`src/rtl/seg7_pkg.sv`:
```
// Seven-segment support package.
//   Glyph constants (active-high, bit order {g,f,e,d,c,b,a}), the hex/decimal
//   nibble-to-glyph decoder, and a ceil(log2) helper for sizing counters.
package seg7_pkg;

    localparam logic [6:0] SEG_DASH  = 7'b1000000;  // g only
    localparam logic [6:0] SEG_BLANK = 7'b0000000;

    function automatic int clog2(input int v);
        int r;
        r = 0;
        while ((1 << r) < v) r++;
        return r;
    endfunction

    function automatic logic [6:0] nibble_to_seg(input logic [3:0] n);
        logic [6:0] s;
        s = SEG_BLANK;
        case (n)
            4'h0: s = 7'b0111111;
            4'h1: s = 7'b0000110;
            4'h2: s = 7'b1011011;
            4'h3: s = 7'b1001111;
            4'h4: s = 7'b1100110;
            4'h5: s = 7'b1101101;
            4'h6: s = 7'b1111101;
            4'h7: s = 7'b0000111;
            4'h8: s = 7'b1111111;
            4'h9: s = 7'b1101111;
            4'hA: s = 7'b1110111;
            4'hB: s = 7'b1111100;
            4'hC: s = 7'b0111001;
            4'hD: s = 7'b1011110;
            4'hE: s = 7'b1111001;
            4'hF: s = 7'b1110001;
            default: s = SEG_BLANK;
        endcase
        return s;
    endfunction

endpackage

```
`src/rtl/bin2bcd_seq.sv`:
```
// Sequential binary-to-BCD converter (double-dabble, one bit per cycle).
//   i_start : load i_bin and begin; busy rises the next cycle
//   i_bin   : unsigned binary input, 4*NUM_DIGITS bits
//   o_busy  : high for 4*NUM_DIGITS shift cycles plus one result cycle
//   o_done  : high during the result cycle (o_bcd/o_ovf are final then)
//   o_bcd   : NUM_DIGITS BCD digits, digit 0 in the low nibble
//   o_ovf   : input needed more than NUM_DIGITS decimal digits
module bin2bcd_seq
    import seg7_pkg::*;
#(
    parameter int NUM_DIGITS = 4
) (
    input  logic                    clk,
    input  logic                    rst,
    input  logic                    i_start,
    input  logic [4*NUM_DIGITS-1:0] i_bin,
    output logic                    o_busy,
    output logic                    o_done,
    output logic [4*NUM_DIGITS-1:0] o_bcd,
    output logic                    o_ovf
);

    localparam int W  = 4 * NUM_DIGITS;
    localparam int CW = clog2(W + 1);

    logic          r_busy;
    logic [CW-1:0] r_cnt;
    logic [W-1:0]  r_sh;
    logic [W-1:0]  r_bcd;
    logic          r_ovf;
    logic [W-1:0]  w_adj;
    logic          w_last;

    // Add-3 correction on every nibble that is 5 or more before the shift.
    always_comb begin
        w_adj = r_bcd;
        for (int i = 0; i < NUM_DIGITS; i++) begin
            if (r_bcd[4*i +: 4] >= 4'd5) w_adj[4*i +: 4] = r_bcd[4*i +: 4] + 4'd3;
        end
    end

    assign w_last = (r_cnt == CW'(W));

    // A 1 leaving the top nibble means a non-zero digit beyond NUM_DIGITS,
    // so sticky-OR it into the overflow flag instead of comparing against 10**N.
    always_ff @(posedge clk or negedge rst) begin
        if (!rst) begin
            r_busy <= 1'b0;
            r_cnt  <= '0;
            r_sh   <= '0;
            r_bcd  <= '0;
            r_ovf  <= 1'b0;
        end else if (i_start) begin
            r_busy <= 1'b1;
            r_cnt  <= '0;
            r_sh   <= i_bin;
            r_bcd  <= '0;
            r_ovf  <= 1'b0;
        end else if (r_busy) begin
            if (w_last) begin
                r_busy <= 1'b0;
            end else begin
                r_bcd <= {w_adj[W-2:0], r_sh[W-1]};
                r_sh  <= r_sh << 1;
                r_ovf <= r_ovf | w_adj[W-1];
                r_cnt <= r_cnt + 1'b1;
            end
        end
    end

    assign o_busy = r_busy;
    assign o_done = r_busy & w_last;
    assign o_bcd  = r_bcd;
    assign o_ovf  = r_ovf;

endmodule

```
`src/rtl/seven_segment_scanner.sv`:
```
// Multiplexed seven-segment scanner.
//   clk, rst (async, active low)
//   value/dec_mode/lz_blank/dp_mask/blank_mask : display request, sampled once per frame
//   enable     : live; 0 darkens every digit while the scan keeps running
//   display    : segments {g,f,e,d,c,b,a}; dp : decimal point
//   digit      : one-hot (per polarity) digit select, bit 0 = rightmost
//   frame_tick : high in the cycle the scan wraps from the last digit to digit 0
//   busy       : decimal conversion in progress
module seven_segment_scanner
    import seg7_pkg::*;
#(
    parameter int NUM_DIGITS     = 4,
    parameter int DIV_BITS       = 16,
    parameter int SEG_ACTIVE_LOW = 1,
    parameter int DIG_ACTIVE_LOW = 1
) (
    input  logic                    clk,
    input  logic                    rst,
    input  logic [4*NUM_DIGITS-1:0] value,
    input  logic                    dec_mode,
    input  logic                    lz_blank,
    input  logic [NUM_DIGITS-1:0]   dp_mask,
    input  logic [NUM_DIGITS-1:0]   blank_mask,
    input  logic                    enable,
    output logic [6:0]              display,
    output logic                    dp,
    output logic [NUM_DIGITS-1:0]   digit,
    output logic                    frame_tick,
    output logic                    busy
);

    localparam int W     = 4 * NUM_DIGITS;
    localparam int IDX_W = (NUM_DIGITS > 1) ? clog2(NUM_DIGITS) : 1;
    localparam logic [IDX_W-1:0]      LAST_IDX = IDX_W'(NUM_DIGITS - 1);
    localparam logic [6:0]            SEG_OFF  = (SEG_ACTIVE_LOW != 0) ? 7'h7F : 7'h00;
    localparam logic                  DP_OFF   = (SEG_ACTIVE_LOW != 0);
    localparam logic [NUM_DIGITS-1:0] DIG_OFF  = (DIG_ACTIVE_LOW != 0) ? '1 : '0;

    logic [DIV_BITS-1:0]   r_presc;
    logic [IDX_W-1:0]      r_idx;
    logic [W-1:0]          r_buf;
    logic                  r_ovf;
    logic                  r_sh_lz;
    logic [NUM_DIGITS-1:0] r_sh_dp;
    logic [NUM_DIGITS-1:0] r_sh_blank;
    logic [6:0]            r_display;
    logic                  r_dp;
    logic [NUM_DIGITS-1:0] r_digit;

    logic                  w_slot_tick;
    logic                  w_frame;
    logic                  w_cvt_done;
    logic                  w_cvt_ovf;
    logic [W-1:0]          w_bcd;
    logic [NUM_DIGITS:0]   w_lead;
    logic [3:0]            w_nib;
    logic                  w_dark;
    logic [6:0]            w_seg;
    logic [NUM_DIGITS-1:0] w_dig;
    logic                  w_dp;

    assign w_slot_tick = &r_presc;
    assign w_frame     = w_slot_tick && (r_idx == LAST_IDX);

    // The converter latches its own copy of value at the snapshot edge, so
    // the frame snapshot of value lives either in r_buf (hex) or in the converter.
    bin2bcd_seq #(.NUM_DIGITS(NUM_DIGITS)) u_bcd (
        .clk     (clk),
        .rst     (rst),
        .i_start (w_frame & dec_mode),
        .i_bin   (value),
        .o_busy  (busy),
        .o_done  (w_cvt_done),
        .o_bcd   (w_bcd),
        .o_ovf   (w_cvt_ovf)
    );

    always_ff @(posedge clk or negedge rst) begin
        if (!rst) begin
            r_presc <= '0;
            r_idx   <= '0;
        end else begin
            r_presc <= r_presc + 1'b1;
            if (w_slot_tick) r_idx <= (r_idx == LAST_IDX) ? '0 : r_idx + 1'b1;
        end
    end

    // Snapshot and digit buffer. A conversion never overlaps a snapshot
    // because a slot is far longer than the conversion.
    always_ff @(posedge clk or negedge rst) begin
        if (!rst) begin
            r_buf      <= '0;
            r_ovf      <= 1'b0;
            r_sh_lz    <= 1'b0;
            r_sh_dp    <= '0;
            r_sh_blank <= '0;
        end else if (w_frame) begin
            r_sh_lz    <= lz_blank;
            r_sh_dp    <= dp_mask;
            r_sh_blank <= blank_mask;
            if (!dec_mode) begin
                r_buf <= value;
                r_ovf <= 1'b0;
            end
        end else if (w_cvt_done) begin
            r_buf <= w_bcd;
            r_ovf <= w_cvt_ovf;
        end
    end

    // w_lead[i]: nibbles i..N-1 are all zero (leading-zero run reaches digit i).
    always_comb begin
        w_lead[NUM_DIGITS] = 1'b1;
        for (int i = NUM_DIGITS - 1; i >= 0; i--) begin
            w_lead[i] = w_lead[i+1] & (r_buf[4*i +: 4] == 4'd0);
        end
    end

    always_comb begin
        w_nib  = r_buf[4*r_idx +: 4];
        w_dark = !enable || r_sh_blank[r_idx] ||
                 (r_sh_lz && !r_ovf && w_lead[r_idx] && (r_idx != '0));
        w_seg  = r_ovf ? SEG_DASH : nibble_to_seg(w_nib);
        w_dig  = '0;
        w_dig[r_idx] = 1'b1;
        w_dp   = r_sh_dp[r_idx];
        if (w_dark) begin
            w_seg = SEG_BLANK;
            w_dig = '0;
            w_dp  = 1'b0;
        end
    end

    always_ff @(posedge clk or negedge rst) begin
        if (!rst) begin
            r_display <= SEG_OFF;
            r_dp      <= DP_OFF;
            r_digit   <= DIG_OFF;
        end else begin
            r_display <= (SEG_ACTIVE_LOW != 0) ? ~w_seg : w_seg;
            r_dp      <= (SEG_ACTIVE_LOW != 0) ? ~w_dp  : w_dp;
            r_digit   <= (DIG_ACTIVE_LOW != 0) ? ~w_dig : w_dig;
        end
    end

    assign display    = r_display;
    assign dp         = r_dp;
    assign digit      = r_digit;
    assign frame_tick = w_frame;

endmodule

```
`config.mk`:
```
export PLATFORM = sky130hd
export DESIGN_NAME = seven_segment_scanner
export DESIGN_NICKNAME = d
export VERILOG_FILES = /design/src/rtl/seg7_pkg.sv /design/src/rtl/bin2bcd_seq.sv /design/src/rtl/seven_segment_scanner.sv
export SDC_FILE = /design/constraint.sdc
export NUM_CORES = 1
export LEC_CHECK = 0
export BUFFER_PORTS_ARGS = -buffer_cell sky130_fd_sc_hd__clkbuf_2
export CAP_MARGIN = 20
export CORE_MARGIN = 1
export CORE_UTILIZATION = 30
export DETAILED_ROUTE_END_ITERATION = 10
export GPL_TIMING_DRIVEN = 1
export PLACE_DENSITY = 0.43
export SKIP_LAST_GASP = 1
export SLEW_MARGIN = 20
export SYNTH_ARGS = -nofsm -noshare
export SYNTH_HDL_FRONTEND = slang
export SYNTH_SLANG_ARGS = --single-unit
```
`constraint.sdc`:
```
create_clock -name clk -period 3.3 [get_ports clk]
set_clock_uncertainty 0.05 [all_clocks]
set_input_delay 0.66 -clock clk [delete_from_list [all_inputs] [get_ports clk]]
set_output_delay 0.66 -clock clk [all_outputs]
set_load 0.02 [all_outputs]
```
# [Yosys cells after proc, flatten, opt, wreduce, memory -nomap -nowiden]
# Memory sizes are Yosys's and may differ from the RTL's.
# Index checks and enable logic that the tools add are counted.
[word_totals] elab_cells=101 n_memories=1 rom_bits=112 reg_bits=95 out_inout_bits=14
[op_classes] magnitude_cmp=7 n_bitwise=9 eq_ne=4 shift=1 reduce_logical=19 n_addsub=7 muxes=38
[mem_list] name="(no name shown)" words=16 word_bits=7 rd=1 rd_clocked_by_memory_dff=0 wr=0 line="seg7_pkg.sv:19" text="case (n)"
[op_table] op="16-bit 2-to-1 mux" n=9
[op_table] op="4-bit 2-to-1 mux" n=5
[op_table] op="16-bit by 1-bit adder with 16-bit output, second input constant" n=1
[op_table] op="4-bit by 2-bit adder with 4-bit output, second input constant" n=4
[op_table] op="4-bit by 3-bit >= comparator with 1-bit output, second input constant" n=4
[op_table] op="4-bit zero test" n=4
[op_table] op="16-bit AND reduction" n=1
[op_table] op="16-bit by 5-bit indexed part select with 4-bit output" n=1
[op_table] op="5-bit 2-to-1 mux" n=3
[op_table] op="1-bit 2-to-1 mux" n=14
[op_table] op="7-bit 2-to-1 mux" n=2
[op_table] op="7-bit NOT" n=1
[op_table] op="1-bit binary-select mux with 2-bit select" n=3
[op_table] op="2-bit nonzero test" n=3
[op_table] op="5-bit by 1-bit adder with 5-bit output, second input constant" n=1
[op_table] op="1-bit bitwise AND" n=5
[op_table] op="5-bit == test, second input constant" n=1
[op_table] op="1-bit logical AND" n=5
[op_table] op="2-bit by 4-bit less-than comparator with 1-bit output, second input constant" n=1
[op_table] op="4-bit NOT" n=1
[op_table] op="2-bit AND reduction" n=2
[op_table] op="2-bit by 3-bit less-than comparator with 1-bit output, second input constant" n=1
[op_table] op="2-bit by 1-bit adder with 2-bit output, second input constant" n=1
[op_table] op="1-bit demux with 2-bit select" n=1
[op_table] op="9 further kinds" n=11

# [Longest topological paths before layout]
# Gate-level depths: netlist (run 1).
[depth] depth_word=11 mapped_depth=9

# [Hierarchy]
# From an unflattened synthesis (run 1), not the netlist that was laid out.
[unflattened] hier_cells=516 hier_area_um2=5261.3
[by_module_without_submodules] mod="seven_segment_scanner" cells_per_inst=301 area_each_um2=3138.0 instances=1
[by_module_without_submodules] mod="bin2bcd_seq" cells_per_inst=215 area_each_um2=2123.3 instances=1

# [Worst setup path after synthesis (run 1)]
# Ideal clock, no wire load.
[synth_timing] path_kind="register to register" from="register r_idx[1]" to="register r_display[4], in the netlist display[4]" period_less_slack_ps=2133 required_time_ps=3139 stages_incl_launch_ff=9 path_slack_ps=1167 t_arrival_ps=1972 path_cell_list="dfrtp_1 > clkbuf_1 > inv_1 > ha_1 > nor4b_1 > o311ai_0 > o311a_1 > and2b_1 > o311ai_0"
[synth_between] elab_chain_cells=7
[synth_lines] item="start, declared" line="seven_segment_scanner.sv:40" text="logic [IDX_W-1:0] r_idx;"
[synth_lines] item="start signal, assigned" line="seven_segment_scanner.sv:84" text="if (w_slot_tick) r_idx <= (r_idx == LAST_IDX) ? '0 : r_idx + 1'b1;"
[synth_lines] item="branches (longest 5 deep; another with memory read 16 x 7 bit)"
[synth_lines] item="7-bit 2-to-1 mux (*)" line="seven_segment_scanner.sv:127" text="if (w_dark) begin"
[synth_lines] item="7-bit NOT (*)" line="seven_segment_scanner.sv:140" text="r_display <= (SEG_ACTIVE_LOW != 0) ? ~w_seg : w_seg;"
[synth_lines] item="end signal, assigned" line="seven_segment_scanner.sv:140"
[synth_lines] item="end, declared" line="seven_segment_scanner.sv:46" text="logic [6:0] r_display;"
# Every way passes the cells marked *. The select of a mux whose other input is x is not followed.
# A chain may end at the register's enable or synchronous reset.

# [Worst setup path after layout (run 1)]
[layout_timing] from="register r_idx[0]" to="output port frame_tick"
[layout_between] elab_chain_cells=2
[layout_lines] item="2-bit == test" line="seven_segment_scanner.sv:63" text="assign w_frame = w_slot_tick && (r_idx == LAST_IDX);"
[layout_lines] item="1-bit logical AND" line="seven_segment_scanner.sv:63"
[layout_lines] item="end, declared" line="seven_segment_scanner.sv:28" text="output logic frame_tick,"
# No other way between the ends.

==> results.txt, run 1 <==
The flow ran to the end, and the final reports show no timing, DRC or antenna violations. The fraction of final layout cells sized beyond drive strength 1 came out at 19.1%. The TritonCTS buffer count is 9.

The slowest stage cell on the critical path is dfrtp_1. Setup repair after global routing left no endpoint under its margin. The net count of the mapped netlist was 526; the power density of the placed cells was 393 nW/um2. For the sequential element share of the synthesized area, the log shows 49.8%. The total of flip-flops plus latches after synthesis was 95; the slew of the pin with the lowest slew margin was 0.698 ns. The critical path contains buffers and inverters numbering 2 combined. The min-delay analysis places its worst path in the category input pin to async pin. On the critical path the largest part of the delay comes from flip-flops.

The run gives 18700 um as the wire length of the first global-routing pass. Synthesis handed over a netlist of 476 instances. For the number of nets in the final layout, the log shows 568. The top cell types in the final layout, fill and taps aside, are 83 x dfrtp_1, 67 x nand2_1, 42 x a21oi_1. The average size of a mapped cell is 10.1 um2. The logs give 5220 um for the total length of routed met2 wires and 718 for the cell total after placement.

Of all nets on the critical path, the largest fanout is 13. The I/O pin count is 43, and the fraction of the cycle the final worst path needs is 85.9%. The wire length per cell is 15.0 um. The H-tree was split into 3 levels. The detail route stage leaves a number of antenna-violating nets equal to 0.

Clock tree synthesis found a total of 95 sinks. Routability-driven placement finished with a final weighted congestion of 0.706. In the global route stage, overall resource usage came out at 14.9%. The layout has 1614 filler cells. For the post-synthesis instance area, the log shows 4810 um2. Entering global routing, the biggest net connects 42 pins. STA classifies the critical path endpoint as an output port.

Measured along the x axis, the die boundary spans 129 um. The maximum clock path buffer count came out at 2. TritonCTS built the clock tree.

The library cell used most frequently in the layout, excluding fill and tap cells, is dfrtp_1. The number of iterations in the first detailed-routing pass is 4. Worst voltage drop across the vdd grid: 0.215 mV. The critical path goes through ha_1 -> nand3_1 -> nor3_2 -> buf_4 -> clkbuf_2. The fmax is 353 MHz, and the leakage power of the design is 0.00254 uW.

The time the final worst path needs with I/O delays and setup is 2.84 ns, and the via count of the first global-routing pass is 3535. Wire length on met1: 5370 um. The count of yosys warnings during synthesis was 0; the clock-pin slew on the worst setup and hold paths was 0.06 ns.

In this run the core area contains 45 standard-cell rows. STA classifies the critical path startpoint as a flip-flop. For the final hold violation count, the log shows 0. The critical path in this run is classified as flip-flop to output port. The post-layout utilization of the core was 35.9%; the routed wire length was 11000 um. The wire length on met3 was 280 um; the DRC violation count after routing was 0. Setup violations remaining at the end of the flow were counted as 0. The number of buffers inserted by port buffering came out at 42.

The root buffer cell was clkbuf_16. The run gives 31.2% as the starting density of the core. The via count was 3458; the worst max-slew margin expressed relative to the limit was 53.4%.

The detailed router used layers up to and including met4. The number of antenna repair diodes was 0; the number of enable-type register cells in the synthesized netlist was 0. At the worst endpoint, the arrival time is 2.13 ns. The logs give 16500 um2 for the overall die area and 0 ns for the final-layout setup total negative slack. After floorplanning, the core was sized to cover 15400 um2. STA puts the critical path data required time at 2.59 ns.

The total overflow left after global routing is 0. For the number of library cell types mapped by synthesis, the log shows 48. The logs give 0 for the number of antenna violations at the first check in global routing and 0.246 ns for the final worst hold slack. The die span in y was 129 um. After the flow finishes, the layout carries non-filler instances totaling 734. Gates resized during post-CTS repair numbered 0. For this run, asynchronously set or reset flops after synthesis account for 100%.

The count of routing violations after the opening detailed-route iteration came out at 164. The commonest register cell after synthesis was dfrtp_1. The tools report the reported max-cap violation count as 0. For the placed wire-length estimate after detailed placement, the log shows 8000 um. The tools report the clock insertion delay at the later pin of the skew report as 0.35 ns. The via-per-instance ratio is 4.71, and the count of final max-slew check failures is 0.

The synthesis-to-layout area growth is 15.1%, and the number of hold-repair buffers added at the cts stage is 0. Post-CTS timing repair inserted 0 buffers for setup. The largest stage delay on the critical path came out at 0.70 ns.
stage by stage:
| step | setup WS, ns | cell area (um2) | total power (uW) |
|---|---|---|---|
| after floorplan | 1.17 | 4810 | 1190 |
| after global placement | 0.763 | 5270 | 1240 |
| after detailed placement | 0.660 | 5270 | 1240 |
| after CTS | 0.428 | 5540 | 2220 |
| after global routing | 0.277 | 5540 | 2270 |
| final | 0.465 | 5540 | 2170 |
report_power, final:
part / internal, uW / switching (uW)
combinational: 16.6 / 34.7
clock: 533 / 424
sequential: 1170 / 0
synth_stat cells (all sizes together) (2+ instances only):
| master | number | share of area [%] |
|---|---|---|
| mux4 | 6 | 2.8 |
| dfstp | 12 | 6.6 |
| ha | 21 | 5.5 |
| a21oi | 52 | 6.2 |
| o22ai | 16 | 2.1 |
| mux2i | 21 | 4.4 |
| xor2 | 14 | 2.6 |
| nand2 | 67 | 5.2 |
| o211ai | 3 | 0.47 |
| nor4 | 2 | 0.26 |
| and2 | 2 | 0.26 |
| nor2 | 38 | 3.0 |
| o21ai | 7 | 0.73 |
| nand3b | 2 | 0.31 |
| clkbuf | 11 | 0.86 |
| buf | 10 | 1.3 |
| nand2b | 5 | 0.65 |
| nand4 | 4 | 0.78 |
| dfrtp | 83 | 43 |
| o21a | 3 | 0.47 |
| nor2b | 2 | 0.26 |
| nor3 | 10 | 1.1 |
| nand4b | 2 | 0.49 |
| mux2 | 2 | 0.47 |
| xnor2 | 12 | 2.2 |
| and3 | 7 | 0.91 |
| o311ai | 3 | 0.55 |
| a31oi | 3 | 0.39 |
| nand3 | 11 | 1.1 |
| inv | 34 | 2.7 |
final cells by class:
cell class / count / area (um2) / share of cell area, %
flip-flops and latches: 95 / 2390 / 43.2
inverters: 34 / 128 / 2.31
clock buffers: 15 / 258 / 4.66
repair buffers: 52 / 300 / 5.42
clock inverters: 1 / 7.51 / 0.136
well taps: 211 / 264 / 4.77
multi-input cells: 326 / 2190 / 39.5
state kept, by name (all words and copies together) (netlist names):
register / cells
digit: 4
display: 7
dp: 1
r_buf: 16
r_idx: 2
r_ovf: 1
r_presc: 16
r_sh_blank: 4
r_sh_dp: 4
r_sh_lz: 1
u_bcd.o_bcd: 16
u_bcd.o_busy: 1
u_bcd.o_ovf: 1
u_bcd.r_cnt: 5
u_bcd.r_sh: 16
worst paths after layout:
kind,start,end,slack (ns),cells after the start
max in group asynchronous,rst,u_bcd.o_bcd[8],2.28,2
setup / recovery,r_idx[0],frame_tick,0.46,5
min in group clk,r_sh_dp[3],r_sh_dp[3],0.41,2
hold reg to reg,r_sh_dp[3],r_sh_dp[3],0.41,2
hold / removal,rst,r_sh_lz,0.25,1
setup reg to reg,r_idx[0],r_buf[0],0.66,6
layer usage:
layer / global-route usage [%] / vias up
li1: - / 1714
met1: 19.8 / 1702
met2: 23.7 / 34
met3: 3.28 / 8
met4: 5.81 / 0
met5: 0 / -
logic make-up after synthesis:
kind of cell               share of synthesized area (%)
AOI/OAI and AO/OA                                   12.1
xor gates and xnor gates                            4.74
adders and majority gates                           5.46
buffers and inverters                               4.81
DFF                                                 49.8
muxes                                               7.65
and+or+nand+nor                                     15.5
(Power assumes the default switching activity.)
==> run 2: changes to the inputs <==
CORE_UTILIZATION = 45   (was 30)
GPL_TIMING_DRIVEN = 0   (was 1)
MAX_ROUTING_LAYER = met4   (was not set)
PLACE_DENSITY = 0.6   (was 0.43)
==> run 2 against run 1 <==
Compared with the run above: total power down 11%; critical path type unchanged; sequential power about the same; core utilization up 17 points; non-clock buffer count up 12.
==> results.txt, run 2 (same netlist as run 1, synthesis figures left out) <==
The fraction of the cycle the final worst path needs works out to 86.4%. For this run, the post-layout net count is 580. The number of setup buffers added after CTS is 0. The tools report the total of cells resized after clock tree synthesis as 0. Across all layers, the routed design uses 3440 vias. The tools report the DRC violation count after routing as 0. The number of hold-repair buffers added at the cts stage is 0.

Across all hold checks on the routed design, the worst slack comes to 0.0373 ns. The tools report the I/O pin count as 43. Data on the critical path is required at its endpoint by 2.59 ns. For this run, the top clock speed supported by timing is 351 MHz. The total buffers and inverters traversed by the critical path was 1; the worst voltage drop across the vdd grid was 0.172 mV.

The area growth from synthesis to layout is 12.5%. From left edge to right edge, the die measures 105 um. The tools report the sum of overflow across all layers after global routing as 0. The routed design uses 264 um of met3 wire. The tree is rooted in a clkbuf_8. The logs give 0 for the number of antenna violations at the first check in global routing and 0 for the final hold violation count. The tools report the element type at the critical path start as a flip-flop. The count of final max-slew check failures was 0; the depth of the worst register-to-register path was 8. The H-tree generated during clock tree synthesis spans 3 levels.

The path class of the tightest hold or removal check is input pin to async pin. For the worst-skew pair, the clock arrives at the later sink with an insertion delay of 0.37 ns. The routed wire length was 10100 um. The first global-routing pass estimated 17000 um of wire. Summing all multi-input logic gate instances after layout gives 2180 um2. The count of routing violations after the opening detailed-route iteration is 139, and the design area is 5410 um2.

The number of cells in the finished layout apart from fillers was 671. The congestion estimate from routability-driven global placement came to 0.808. The tools report the worst flop-to-flop path startpoint as r_idx[1].

The worst register-to-register path has a setup slack of 0.74 ns. Grouping stages by cell kind, the critical path spends the most delay in simple AND/OR/NAND/NOR gates. Leaving out fill and tap cells, the most frequent cell in the layout is dfrtp_1. Once detailed placement completed, the half-perimeter wirelength came to 7380 um. The die is 105 um tall. Final antenna-violating net count: 0.

The total routing usage reported by global routing came out at 20.6%. The run gives 94 as the largest net degree at the start of global routing. Via count of the first global-routing pass: 3481. Subtracting the final worst setup slack from the clock period gives 2.85 ns. Setup total negative slack on the finished layout was measured at 0 ns.

The clock-pin slew on the worst setup and hold paths was 0.08 ns. The clock drives 95 sinks. Fill cells in the final layout number 984.

The run gives 5230 um2 as the total cell area at the placement stage. The run gives 2 as the maximum clock path buffer count. The number of iterations in the first detailed-routing pass is 4. The critical path class was flip-flop to output port.

The TritonCTS buffer count came out at 9. The wire length per cell works out to 15.1 um. In this run the worst path has a maximum fanout of 10. In this run the standard cell core region covers 10300 um2.

The design draws 1940 uW. The slowest stage cell on the critical path was nor3_2. Setup violations remaining at the end of the flow were counted as 0. At the pin with the least slew margin, the transition time is 0.717 ns. Once the floorplan was initialized, standard cells occupied 46.6% of the core. Number of buffers inserted by port buffering: 42. The power density of the placed cells was 359 nW/um2.

The critical register-to-register path endpoint was display[4]. The worst max-slew margin expressed relative to the limit is 52.2%, and the number of antenna repair diodes is 0. The tools report the overall die area as 11100 um2. The top layer used by detailed routing was met4. Total length of routed met2 wires: 4810 um. Walking the worst path, the cells encountered are ha_1 -> nand4_2 -> nor3_2 -> clkbuf_2. The tool flagged a number of max-cap violations equal to 0. For this run, the slowest stage of the critical path takes 0.62 ns.

The post-route netlist has 19.1% of its cells at a drive strength greater than 1. Wire length on met1: 4870 um. The logs give 2390 um2 for the flip-flop and latch area and 0.00253 uW for the leakage power of the design.

The flow ran to the end, and the final reports show no timing, DRC or antenna violations. In the layout the commonest cells are 83 x dfrtp_1, 67 x nand2_1, 42 x a21oi_1. STA classifies the critical path endpoint as an output port. TritonCTS built the clock tree.

Row count: 37. The critical path arrival was 2.14 ns; the cell total after placement was 655. The via-per-instance ratio came out at 5.13. Setup repair after global routing left no endpoint under its margin.
## run 2: worst max path at each step
stage | from | endpoint | depth (start not counted)
after detailed placement | r_idx[1] | display[4] | 8
after floorplan | r_idx[1] | display[4] | 8
final | r_presc[0] | frame_tick | 4
after CTS | r_presc[0] | frame_tick | 4
after global placement | rst | u_bcd.o_bcd[10] | 1
after global routing | r_presc[0] | frame_tick | 4
## run 2: stage by stage
stage	utilization (%)	setup WS, ns
after floorplan	-	1.17
after global placement	50.3	0.338
after detailed placement	50.6	0.721
after CTS	52.4	0.397
after global routing	52.4	0.255
final	52.4	0.449
## run 2: report_power, final
group          internal [uW]  total [uW]  leakage [uW]  switching (uW)
Combinational           17.4        49.5       0.00128            32.1
Sequential              1160        1160       0.00116               0
Clock                    334         730     0.0000954             396
Total                   1520        1940       0.00253             428
## run 2: routing by layer
metal  track usage (%)  up-vias
met4              8.15        0
met1              26.2     1649
met5                 -        -
li1                  -     1738
met2              32.8       42
met3              3.77       11
## run 2: layout make-up
type                            instances  share of cell area [%]
Buffer                                 21                    1.92
Inverter                               34                    2.36
Tap cell                              136                    3.14
Multi-Input combinational cell        326                    40.4
Timing Repair Buffer                   43                    4.55
Sequential cell                        95                    44.2
Clock inverter                          3                   0.324
Clock buffer                           13                    3.12
## run 2: worst reg2reg max path, stage by stage (launching register included)
cell      delay, ns
dfrtp_1        0.42
clkbuf_1       0.44
inv_1          0.14
ha_1           0.23
nor4b_1        0.23
o311ai_0       0.17
o311a_1        0.42
and2b_1        0.25
o311ai_0       0.11
